==> config.mk <==
export PLATFORM = sky130hd
export DESIGN_NAME = eu_iqueue
export DESIGN_NICKNAME = d
export VERILOG_FILES = /design/src/rtl/eu_iqueue.sv
export SDC_FILE = /design/constraint.sdc
export NUM_CORES = 1
export LEC_CHECK = 0
export ABC_AREA = 1
export CAP_MARGIN = 5
export CELL_PAD_IN_SITES_DETAIL_PLACEMENT = 0
export CELL_PAD_IN_SITES_GLOBAL_PLACEMENT = 1
export CORE_ASPECT_RATIO = 0.8
export CORE_UTILIZATION = 35
export CTS_CLUSTER_SIZE = 40
export DETAILED_ROUTE_END_ITERATION = 16
export PLACE_DENSITY = 0.72
export SYNTH_ARGS = -nofsm -noshare
export SYNTH_HDL_FRONTEND = slang
export SYNTH_SLANG_ARGS = --single-unit
==> constraint.sdc <==
create_clock -name clk -period 3 [get_ports clk]
set_input_delay 0.6 -clock clk [delete_from_list [all_inputs] [get_ports clk]]
set_output_delay 0.6 -clock clk [all_outputs]
set_load 0.005 [all_outputs]
==> src/rtl/eu_iqueue.sv <==
// Per-EU instruction queue: circular buffer feeding operand pre-population,
// plus a one-entry issue stage that holds instruction and resolved operands for the ALU.
package eu_iqueue_pkg;
  localparam int EU_IDX_W = 2;
  localparam int DATA_W   = 16;

  typedef logic [DATA_W-1:0] type_exec_unit_data;

  typedef struct packed {
    logic [EU_IDX_W-1:0]        eu_idx;
    logic [DATA_W-EU_IDX_W-1:0] reg_idx;
  } type_op_addr;

  typedef struct packed {
    type_exec_unit_data data;
  } type_op_imm;

  typedef union packed {
    type_op_addr as_addr;
    type_op_imm  as_imm;
  } type_operand;

  typedef struct packed {
    logic [3:0]  opcode;
    logic        op0_isreg;
    logic        op1_isreg;
    type_operand op0;
    type_operand op1;
  } type_iqueue_entry;
endpackage

module eu_iqueue
  import eu_iqueue_pkg::*;
#(
  parameter  int EU_IDX = 0,
  parameter  int DEPTH  = 4,
  localparam int CNT_W  = $clog2(DEPTH) + 1
) (
  input  logic               clk,
  input  logic               reset_n,
  input  logic               enq_valid_i,
  output logic               enq_ready_o,
  input  type_iqueue_entry   enq_instr_i,
  input  logic               flush_i,
  output type_iqueue_entry   current_instr_o,
  output logic               head_valid_o,
  output logic               op0_isreg_o,
  output logic               op0_isforeign_o,
  output logic               op1_isreg_o,
  output logic               op1_isforeign_o,
  input  type_exec_unit_data op0_data_i,
  input  logic               op0_success_i,
  input  type_exec_unit_data op1_data_i,
  input  logic               op1_success_i,
  input  logic               alu_ready_i,
  output logic               issue_valid_o,
  output type_iqueue_entry   issue_instr_o,
  output type_exec_unit_data issue_op0_o,
  output type_exec_unit_data issue_op1_o,
  output logic [CNT_W-1:0]   count_o
);

  localparam int PTR_W = $clog2(DEPTH);
  localparam logic [EU_IDX_W-1:0] EU_IDX_L = EU_IDX_W'(EU_IDX);

  type_iqueue_entry   mem_q [DEPTH];
  logic [PTR_W-1:0]   rd_ptr_q, rd_ptr_d;
  logic [PTR_W-1:0]   wr_ptr_q, wr_ptr_d;
  logic [CNT_W-1:0]   count_q, count_d;
  logic               issue_valid_q, issue_valid_d;
  type_iqueue_entry   issue_instr_q, issue_instr_d;
  type_exec_unit_data issue_op0_q, issue_op0_d;
  type_exec_unit_data issue_op1_q, issue_op1_d;

  logic             head_valid;
  logic             enq_fire;
  logic             issue_free;
  logic             pop;
  type_iqueue_entry head;

  assign head_valid  = (count_q != '0);
  assign enq_ready_o = (count_q != CNT_W'(DEPTH));
  assign enq_fire    = enq_valid_i & enq_ready_o & ~flush_i;
  assign head        = head_valid ? mem_q[rd_ptr_q] : '0;
  assign issue_free  = ~issue_valid_q | alu_ready_i;
  assign pop         = head_valid & op0_success_i & op1_success_i & issue_free & ~flush_i;

  assign current_instr_o = head;
  assign head_valid_o    = head_valid;
  assign op0_isreg_o     = head_valid & head.op0_isreg;
  assign op1_isreg_o     = head_valid & head.op1_isreg;
  assign op0_isforeign_o = op0_isreg_o & (head.op0.as_addr.eu_idx != EU_IDX_L);
  assign op1_isforeign_o = op1_isreg_o & (head.op1.as_addr.eu_idx != EU_IDX_L);

  assign issue_valid_o = issue_valid_q;
  assign issue_instr_o = issue_instr_q;
  assign issue_op0_o   = issue_op0_q;
  assign issue_op1_o   = issue_op1_q;
  assign count_o       = count_q;

  always_comb begin
    rd_ptr_d      = rd_ptr_q;
    wr_ptr_d      = wr_ptr_q;
    count_d       = count_q;
    issue_valid_d = issue_valid_q;
    issue_instr_d = issue_instr_q;
    issue_op0_d   = issue_op0_q;
    issue_op1_d   = issue_op1_q;
    if (flush_i) begin
      // Issue data regs keep stale values; only the valid bit is cleared.
      rd_ptr_d      = '0;
      wr_ptr_d      = '0;
      count_d       = '0;
      issue_valid_d = 1'b0;
    end else begin
      if (enq_fire) wr_ptr_d = wr_ptr_q + PTR_W'(1);
      if (pop) begin
        rd_ptr_d      = rd_ptr_q + PTR_W'(1);
        issue_valid_d = 1'b1;
        issue_instr_d = head;
        issue_op0_d   = op0_data_i;
        issue_op1_d   = op1_data_i;
      end else if (issue_valid_q & alu_ready_i) begin
        issue_valid_d = 1'b0;
      end
      case ({enq_fire, pop})
        2'b10:   count_d = count_q + CNT_W'(1);
        2'b01:   count_d = count_q - CNT_W'(1);
        default: count_d = count_q;
      endcase
    end
  end

  always_ff @(posedge clk) begin
    if (!reset_n) begin
      rd_ptr_q      <= '0;
      wr_ptr_q      <= '0;
      count_q       <= '0;
      issue_valid_q <= 1'b0;
      issue_instr_q <= '0;
      issue_op0_q   <= '0;
      issue_op1_q   <= '0;
    end else begin
      rd_ptr_q      <= rd_ptr_d;
      wr_ptr_q      <= wr_ptr_d;
      count_q       <= count_d;
      issue_valid_q <= issue_valid_d;
      issue_instr_q <= issue_instr_d;
      issue_op0_q   <= issue_op0_d;
      issue_op1_q   <= issue_op1_d;
    end
  end

  // Storage is not reset; empty slots are masked by head_valid.
  always_ff @(posedge clk) begin
    if (reset_n && enq_fire) mem_q[wr_ptr_q] <= enq_instr_i;
  end

endmodule
# Word-level counts from Yosys, hierarchy flattened

Memory sizes are Yosys's and may differ from the RTL's. A register that Yosys moved wholly into a read port is not among the register bits.
Cells that the tools add are included.

Reduce and logical (&&, ||, !) cells: 8
Muxes and demuxes: 8
Bitwise gates (word level): 15
Add/sub/neg operators: 4
Eq/ne operators: 3

Operators with widths:

| kind                                              | number |
|---|---|
| 2-to-1 mux 38 bit                                 | 1 |
| AND 1 bit                                         | 11 |
| nonzero test 2 bit                                | 4 |
| one-hot mux 3 bit (2 select lines)                | 1 |
| adder 2 x 1 -> 2 bit (second input constant)      | 2 |
| 2-to-1 mux 1 bit                                  | 4 |
| 2-to-1 mux 2 bit                                  | 2 |
| adder 3 x 1 -> 3 bit (second input constant)      | 1 |
| inequality test 3 bit (second input constant)     | 1 |
| inverter 1 bit                                    | 3 |
| nonzero test 3 bit                                | 1 |
| subtractor 3 x 1 -> 3 bit (second input constant) | 1 |
| == test 2 x 1 -> 1 bit (second input constant)    | 1 |
| == test 2 bit (second input constant)             | 1 |
| AND reduction 2 bit                               | 1 |
| OR reduction 2 bit                                | 1 |
| logical AND 1 bit                                 | 1 |
| bitwise OR 1 bit                                  | 1 |

RAM bits: 152
Bits in registers: 78
Memories kept: 1
Output and inout bits: 118

Memory list:

| memory | words | width | rd ports | clocked after Yosys merged registers in | write ports | RTL line | source |
|---|---|---|---|---|---|---|---|
| mem_q  | 4     | 38    | 1        | 1                                       | 1           | 66       | `type_iqueue_entry mem_q [DEPTH];` |

# Longest topological paths before layout

Gate-level depths: netlist of the first run.

Depth in word-level cells: 7
Mapped depth: 14

# Worst setup path before layout of the first run

No wires, ideal clock.

Path kind: input to register
From: input port reset_n
To: memory mem_q[0][0] in the netlist's numbering (enable)
Path buffers: 1
Data required time: 2567 ps
Setup slack: -225 ps
Library setup time: 433 ps
Arrival time: 2792 ps
Stages: 5
Cells stage by stage: clkbuf_1 > nand2_1 > inv_1 > nand3_1 > nor2_1

Word-level cells in the longest chain between the ends: 3

Ends and longest elaborated chain:

| item                                   | RTL line | source |
|---|---|---|
| start: declaration                     | 40       | `input logic reset_n,` |
| logical AND 1 bit                      | 156      | `if (reset_n && enq_fire) mem_q[wr_ptr_q] <= enq_instr_i;` |
| 2-to-1 mux 1 bit                       | 156      |  |
| 2-to-1 mux 1 bit (implied by the code) | 156      |  |
| end: declaration                       | 66       |  |

No other way between the ends.

# Worst setup path after layout of the first run

From: register count_q[2] (netlist: count_o[2])
To: output port op1_isforeign_o

Word-level cells in the longest chain between the ends: 4

Ends and longest elaborated chain:

| item                                                   | RTL line | source |
|---|---|---|
| start: declaration                                     | 69       | `logic [CNT_W-1:0] count_q, count_d;` |
| start signal: assignment                               | 146      | `count_q <= count_d;` |
| nonzero test 3 bit *                                   | 81       | `assign head_valid = (count_q != '0);` |
| 2-to-1 mux 38 bit                                      | 84       | `assign head = head_valid ? mem_q[rd_ptr_q] : '0;` |
| AND 1 bit / nonzero test 2 bit (equally long branches) | 91, 93   |  |
| AND 1 bit *                                            | 93       | `assign op1_isforeign_o = op1_isreg_o & (head.op1.as_addr.eu_idx != EU_IDX_L);` |
| end: declaration                                       | 50       | `output logic op1_isforeign_o,` |

Every way passes the cells marked *; elsewhere a longest branch is shown, timed or not.

==> out/qor.csv, run 1 <==
metric,value,unit
Post-synth top flop,edfxtp_1,
CTS HTree Levels,1,
share of layout cells above drive strength 1,5.604,%
endpoints failing hold,0,
routed vias,6912,
fill count,2497,
DRT antenna net count,0,
Worst-Skew Late Latency,0.52,ns
CP Buf/Inv Count,5,
"commonest non-fill, non-tap cells in the layout","nand2_1 (338), clkdlybuf4s50_1 (193), nor2_1 (178)",
Vias/cell,4.256,
crit-path cells,inv_1 > nand2_4 > clkinv_1 > buf_6 > nor2_2 > inv_1 > a21oi_1 > clkdlybuf4s50_1,
net count after synthesis,1142,
final-stage net count,1331,
Setup CP Type,flop to output port,
initial core utilization,36.00,%
"Seq/Total Area, Yosys",64.40,%
die height,149.9,um
Mapped Cells,1059,
IO Pins,195,
xor and xnor fraction of the mapped netlist area,0,%
maxcap violations,0,
Avg Inst Size Synth,9.041,um2
# setup viols final,0,
Synth Area in Adders,0.8625,%
Root Driver,clkbuf_16,
area delta synth->final,33.38,%
Critical Path Start Type,flop,
Crit. End Element,output port,
largest family of logic cells by synthesized area,simple AND/OR/NAND/NOR gates,
Slew Limit Fails,0,
DRC viols,0,
Yosys top cell by area,edfxtp_1,
clk_skew,0.02311,ns
final period utilization,95.90,%
vias in the first global route,6381,
Static Leakage,5.375,nW
Worst EP required,2.40,ns
final setup margin,0.1229,ns
"IR drop worst, VDD",0.4350,mV
total grt overflow,0,
Final Critical Period,2.877,ns
register bit total from synthesis,232,
initial antenna violation count,0,
worst hold slack,0.3933,ns
CTS Buf Count,25,
HPWL Detailed,15.54,mm
Synth warnings,0,
PnR Total Power,6.884,mW
DRT Wirelength,24.03,mm
Worst Hold Endpoint,issue_valid_o$_SDFFE_PP0P_,
Synth Area in Simple Gates,24.79,%
Die Area,28020,um2
CP max-delay cell,clkdlybuf4s50_1,
Die Width,186.9,um
post-synthesis compound-gate area fraction,1.281,%
largest cells by area after synthesis,"edfxtp_1 (48%), dfxtp_1 (17%), nand2_1 (13%), nor2_1 (7.2%), inv_1 (5.4%)",
Hold Crit Depth,3,
post-synthesis async set-or-reset flop share,0,%
unrepaired setup endpoints after global routing,true,
"CTS clk-pin slew, worst paths",0.06,ns
1st-iter DRT viols,311,
"CP delay by family, top",buffers and inverters,
antenna cells,0,
CTS hold repair buffers,0,
Avg WL per Cell,14.80,um
Core Rows,53,
Min-Delay Startpoint,reset_n,
gp weighted congestion,0.7781,
synth unique cells,21,
Post-CTS Setup Inserts,0,
Crit path largest cell delay,0.52,ns
Crit Path Max Fanout,23,
largest net degree at the start of global routing,144,
Synth top area share,47.67,%
clk sink count,232,
status,finished clean,
pre-CTS WS,0.3368,ns
Power Density,539.1,nW/um2
RR Startpoint,issue_valid_o$_SDFFE_PP0P_,
R2R cell count,12,
CTS max path bufs,3,
Post-synth EDFFs,152,
"most common cell after layout, fill and taps aside",nand2_1,
Max Freq,0.3476,GHz
post-synthesis mux area share,0,%
worst-margin pin slew,0.8528,ns
worst relative slew slack,43.15,%
r2r setup slk,1.04,ns
reg2reg end,count_o[2]$_SDFFE_PP0P_,
Hold WC Path Type,primary input to flop,
First-pass DRT Iterations,4,
worst path arrival time,2.28,ns
Overall Global Routing Usage,16.89,%
first-pass GRT wire length,36.68,mm
placeable core region,26590,um2
PortBufs,194,
CP dominant cell by count,inv_1,
CTS tree,done,
Mapped Area,9574,um2
==> stage by stage <==
step | cell area, um2 | TNS [ns] | util [%] | instances
5_1_grt | 12770 | -0.09566 | 48.02 | 1624
6_report | 12770 | 0 | 48.02 | 1624
2_1_floorplan | 9574 | -34.23 | - | 1059
3_5_place_dp | 11930 | 0 | 44.85 | 1577
4_1_cts | 12740 | 0 | 47.91 | 1623
3_3_place_gp | 11930 | 0 | 44.85 | 1577
==> timing repair <==
action                     CTS  global route
resized for setup            3             7
cloned                       0             1
pin swaps                    0             1
setup endpoints to repair   12            13
==> per-layer routing <==
metal,routed length [um],global-route usage (%)
met2,10380,26.01
met3,1123,2.932
met5,0,0
met4,375,3.689
met1,12150,24.78
==> cell type report <==
class / count / area (um2) / share of cell area (%)
inverters: 140 / 531.8 / 4.164
repair buffers: 215 / 2185 / 17.11
well taps: 357 / 446.7 / 3.498
repair inverters: 1 / 5.005 / 0.03919
clock inverters: 18 / 167.7 / 1.313
multi-input cells: 633 / 2626 / 20.57
flip-flops and latches: 232 / 6171 / 48.32
clock buffers: 28 / 636.9 / 4.987
==> how the worst max path moves through the flow <==
stage	start	endpoint	slack, ns	cells after the start
global placement	op1_success_i	count_o[2]$_SDFFE_PP0P_	0.39	12
CTS	flop	op0_isforeign_o	0.004	7
global route	flop	current_instr_o[9]	-0.03	6
detailed placement	alu_ready_i	count_o[2]$_SDFFE_PP0P_	0.34	12
floorplan	reset_n	mem_q[0][0]$_DFFE_PP_	-0.23	5
finish	count_o[2]$_SDFFE_PP0P_	op1_isforeign_o	0.12	8
==> state kept, by name, summed over array words and instances, names as in the netlist, named ones only <==
register	flops
rd_ptr_q	2
issue_op0_o	16
issue_instr_o	38
issue_op1_o	16
wr_ptr_q	2
issue_valid_o	1
mem_q	152
count_o	3
==> report_power, final <==
group          switching [mW]  internal [mW]  leakage [nW]  total, mW
Clock                    1.24           1.78         0.387       3.03
Sequential             0.0150           3.44          2.02       3.46
Combinational           0.193          0.206          2.97      0.400
Total                    1.45           5.43          5.37       6.88
==> worst reg2reg max path, stage by stage, from the launching register on <==
cell and delay [ns]:
dfxtp_1 0.32, inv_1 0.05, nor2_1 0.05, nor2_1 0.22, nand3_4 0.12, inv_1 0.10
ha_1 0.17, inv_1 0.07, fa_1 0.39, nand2_1 0.08, nand3_1 0.08, o21ai_0 0.16
a21oi_1 0.05
==> cell families (layout without fill, tap and decap cells) <==
kind of cell	Yosys count	count (layout)
buf+inv	194	402
compound gates	24	24
simple gates	603	603
fa+ha+maj	6	6
flops	232	232
==> cells in the mapped netlist (2+ instances only) <==
| cell | number |
|---|---|
| a21oi_1 | 16 |
| buf_1 | 2 |
| buf_2 | 27 |
| buf_4 | 12 |
| buf_6 | 3 |
| clkbuf_1 | 10 |
| dfxtp_1 | 80 |
| edfxtp_1 | 152 |
| ha_1 | 5 |
| inv_1 | 139 |
| nand2_1 | 338 |
| nand3_1 | 77 |
| nor2_1 | 184 |
| o21ai_0 | 7 |
(Power assumes the default switching activity.)
==> run 2: changes to the inputs <==
--- a/config.mk
+++ b/config.mk
@@ -15,4 +15,6 @@
 export DETAILED_ROUTE_END_ITERATION = 16
 export PLACE_DENSITY = 0.72
+export SETUP_SLACK_MARGIN = 0.3
+export SLEW_MARGIN = 20
 export SYNTH_ARGS = -nofsm -noshare
 export SYNTH_HDL_FRONTEND = slang
==> constraint.sdc (replaced) <==
create_clock -name clk -period 3 [get_ports clk]
set_input_delay 0.45 -clock clk [delete_from_list [all_inputs] [get_ports clk]]
set_output_delay 0.45 -clock clk [all_outputs]
set_load 0.005 [all_outputs]
==> run 2 against run 1 <==
Effect of this change: hold slack worse by 0.14 ns; total power shrank 0.92%; critical path depth is 1 lower; setup slack improved by 0.25 ns; first-iteration DRC count rose by 55%; utilization up 0.41 points; die area is the same; flip-flop and latch count is the same; largest power group unchanged; critical endpoint unchanged; non-clock buffer count increased by 3; clock power is 2% lower; highest routed layer unchanged.
==> out/qor.csv, run 2 (synthesis results as in run 1) <==
metric,value,unit
Worst-Skew Late Latency,0.51,ns
routed vias,6972,
first-pass GRT wire length,36.65,mm
Max Freq,0.3810,GHz
total grt overflow,0,
R2R cell count,12,
gp weighted congestion,0.7233,
final-stage net count,1332,
Largest Register,mem_q,
"IR drop worst, VDD",0.3860,mV
endpoints failing hold,0,
Hold WC Path Type,primary input to flop,
status,finished clean,
Root Driver,clkbuf_16,
Die Area,28020,um2
register area,6175,um2
Worst EP required,2.55,ns
worst path arrival time,2.17,ns
cell count along the critical path,7,
antenna cells,0,
die height,149.9,um
initial antenna violation count,0,
"commonest non-fill, non-tap cells in the layout","nand2_1 (335), clkdlybuf4s50_1 (191), nor2_1 (175)",
worst-margin pin slew,0.8458,ns
CTS tree,done,
1st-iter DRT viols,483,
Critical Path Start Type,flop,
final period utilization,87.49,%
CTS max path bufs,3,
vias in the first global route,6335,
crit-path cells,buf_4 > nand3_1 > nand2_2 > nor2_4 > inv_1 > a21oi_2 > clkdlybuf4s50_1,
Setup CP Type,flop to output port,
# setup viols final,0,
Vias/cell,4.293,
"CP delay by family, top",buffers and inverters,
placed cell count,1576,
fill count,2444,
share of layout cells above drive strength 1,6.235,%
max reg flops,152,
largest net degree at the start of global routing,144,
area delta synth->final,34.51,%
Crit Path Max Fanout,23,
CTS hold repair buffers,0,
clk sink count,232,
post-layout util,48.43,%
Avg WL per Cell,14.73,um
Crit path largest cell delay,0.50,ns
CP max-delay cell,clkdlybuf4s50_1,
Crit. End Element,output port,
CP Buf/Inv Count,3,
DRT Wirelength,23.92,mm
First-pass DRT Iterations,5,
worst relative slew slack,43.61,%
Hold Crit Depth,3,
Slew Limit Fails,0,
final setup margin,0.3754,ns
maxcap violations,0,
PortBufs,194,
TNS Setup,0,ns
Overall Global Routing Usage,16.90,%
pre-CTS WS,0.5297,ns
HPWL Detailed,15.47,mm
CTS HTree Levels,1,
multi-input logic area,2655,um2
Power Density,529.6,nW/um2
initial core utilization,36.00,%
"CTS clk-pin slew, worst paths",0.06,ns
clk_skew,0.006704,ns
Final Critical Period,2.625,ns
Static Leakage,5.434,nW
Core Rows,53,
placeable core region,26590,um2
Die Width,186.9,um
DRC viols,0,
Final Non-Filler Cells,1624,
CTS Buf Count,24,
"most common cell after layout, fill and taps aside",nand2_1,
DRT antenna net count,0,
unrepaired setup endpoints after global routing,true,
IO Pins,195,
## run 2: tightest hold or removal path: stages
cell and delay (ns):
buf_2 0.12, nand2_1 0.10, nor2_1 0.05
## run 2: where the power goes
group	switching [mW]	total, mW	internal, mW
combinational	0.196	0.403	0.207
sequential	0.0160	3.46	3.44
clock	1.18	2.96	1.78
## run 2: metal layers
layer,up-vias,track usage [%],routed length (um)
li1,3658,-,-
met1,3104,24.59,11940
met2,184,26.36,10380
met3,26,2.861,1171
met4,0,3.648,428
met5,-,0,0
## run 2: what timing repair did
item                       CTS  global route
buffers inserted             2             1
pin swaps                    1             1
cloned                       0             1
gates resized for setup     23            18
setup endpoints to repair   33            22
## run 2: final timing paths
kind | startpoint | end | slack, ns
max | flop | op1_isforeign_o | 0.38
min | reset_n | issue_valid_o$_SDFFE_PP0P_ | 0.26
max reg2reg | count_o[2]$_SDFFE_PP0P_ | count_o[2]$_SDFFE_PP0P_ | 1.00
min reg2reg | issue_instr_o[1]$_SDFFE_PN0P_ | issue_instr_o[1]$_SDFFE_PN0P_ | 0.51
## run 2: stage by stage
step | power [mW] | cell area [um2] | hold slack [ns]
final | 6.821 | 12880 | 0.2564
after global routing | 7.066 | 12880 | 0.2547
after CTS | 6.905 | 12780 | 0.2296
after detailed placement | 3.927 | 11910 | 0.4986
after global placement | 3.924 | 11910 | 0.4970
after floorplan | 3.665 | 9574 | 0.4638
## run 2: cell type report
class	instances	area share (%)
clock buffer	31	5.033
sequential	232	47.95
clock inverter	13	1.069
timing repair buffer	218	17.66
multi-input combinational	633	20.62
tap	357	3.468
inverter	140	4.207
==> variant, RTL diff (config.mk and constraints of run 1) <==
Put one more register stage on the output `count_o`. The value now appears one clock later. The other outputs are not delayed to match.
--- a/src/rtl/eu_iqueue.sv
+++ b/src/rtl/eu_iqueue.sv
@@ -98,3 +98,5 @@
   assign issue_op1_o   = issue_op1_q;
-  assign count_o       = count_q;
+  always_ff @(posedge clk) begin
+    count_o <= count_q;
+  end
 
Behaviour: not the same (a bounded check fails within 4 cycles, from zero or initial values and one cycle with reset_n low).
==> variant against run 1 <==
Design area grew 0.83%. Routed wire length shrank 5.8%. Cell count grew 0.99%. Setup slack gained 0.037 ns. Total power grew 0.54%. Combinational power shrank 2%. Sequential cell count grew 3. Hold slack lost 0.020 ns. Largest power group unchanged. Synthesized area grew 1.1%.
==> variant: results (changes against run 1) <==
| Parameter | Value | Delta |
|---|---|---|
| Initial antenna violation count | 2 | +2 |
| Worst slack at placement | 0.353 ns | +0.0163 ns |
| Number of global-route vias before repair | 6,465 | +1.3% |
| CTS Buf Count | 26 | +4.0% |
| Routed WL per cell | 13.8 um | -6.7% |
| Cell area power density | 538 nW/um^2 | -0.29% |
| Largest fanout on the critical path | 21 | -8.7% |
| Global-route met1 utilization | 21.6% | -3.2 points |
| Top cells by area in the synthesized netlist | sky130_fd_sc_hd__edfxtp_1, sky130_fd_sc_hd__dfxtp_1, sky130_fd_sc_hd__nand2_1 |  |
| Signal arrival time at the worst endpoint | 2.24 ns | -0.04 ns |
| Iteration count of the initial detailed-routing pass | 6 | +2 |
| Most frequent cells after synthesis | sky130_fd_sc_hd__nand2_1, sky130_fd_sc_hd__nor2_1, sky130_fd_sc_hd__edfxtp_1 |  |
| Total number of vias | 6,973 | +0.88% |
| Cell area after placement | 12,000 um^2 | +0.71% |
| Post-DP HPWL | 14,200 um | -8.7% |
| Worst-case setup margin in the final layout | 0.160 ns | +0.0373 ns |
| Leak | 5.44 nW | +1.3% |
| Area fraction in compound gates after synthesis | 1.37% | +0.089 points |
| Layout cells sized above 1 | 5.80% | +0.20 points |
| Sw Pwr | 0.00145 W | -0.45% |
| Post-route insts no fill | 1,640 | +0.99% |
| Adder and majority gate portion of the synthesized area | 0.853% | -0.0095 points |
| Outcome | completed |  |
| Sequential element share of the synthesized area | 64.3% | -0.087 points |
| Sequential Power | 0.00350 W | +1% |
| Met3 routing resource usage after global routing | 3.26% | +0.33 points |
| Switching part of the total power | 20.9% | -0.21 points |
| Routed length on met1 | 10,500 um | -13% |
| Detailed Route Iter0 Violations | 372 | +20% |
| Reg2reg setup slack | 0.98 ns | -0.06 ns |
| Setup clock skew after layout | 0.00888 ns | -0.0142 ns |
| Worst hold slack across all endpoints | 0.373 ns | -0.0202 ns |
variant: cell families after synthesis:
logic type / Yosys count
adder cells (fa/ha/maj): 6
AO/OA/AOI/OAI: 26
buffers and inverters: 197
flip-flops: 235
AND/OR/NAND/NOR: 601
variant: cell type report:
class / count / area share [%]
multi-input combinational: 633 / 20.3
sequential: 235 / 48.4
tap: 364 / 3.54
clock inverter: 12 / 0.719
antenna: 1 / 0.0194
timing repair buffer: 216 / 17.1
inverter: 143 / 4.25
clock buffer: 36 / 5.67
variant: final timing paths:
| path | from | endpoint |
|---|---|---|
| worst max register to register | count_q[1] | count_q[2] |
| worst min register to register | count_q[2] | count_o[2] |
| worst min-delay path | count_q[2] | count_o[2] |
| worst max-delay path | register | op0_isforeign_o |
variant: repair_timing:
item / in CTS / in global routing
buffers inserted: 1 / 0
pin swaps: 0 / 0
hold endpoints to repair: 0 / 0
endpoints found under the setup margin: 33 / 26
gates resized for setup: 3 / 8
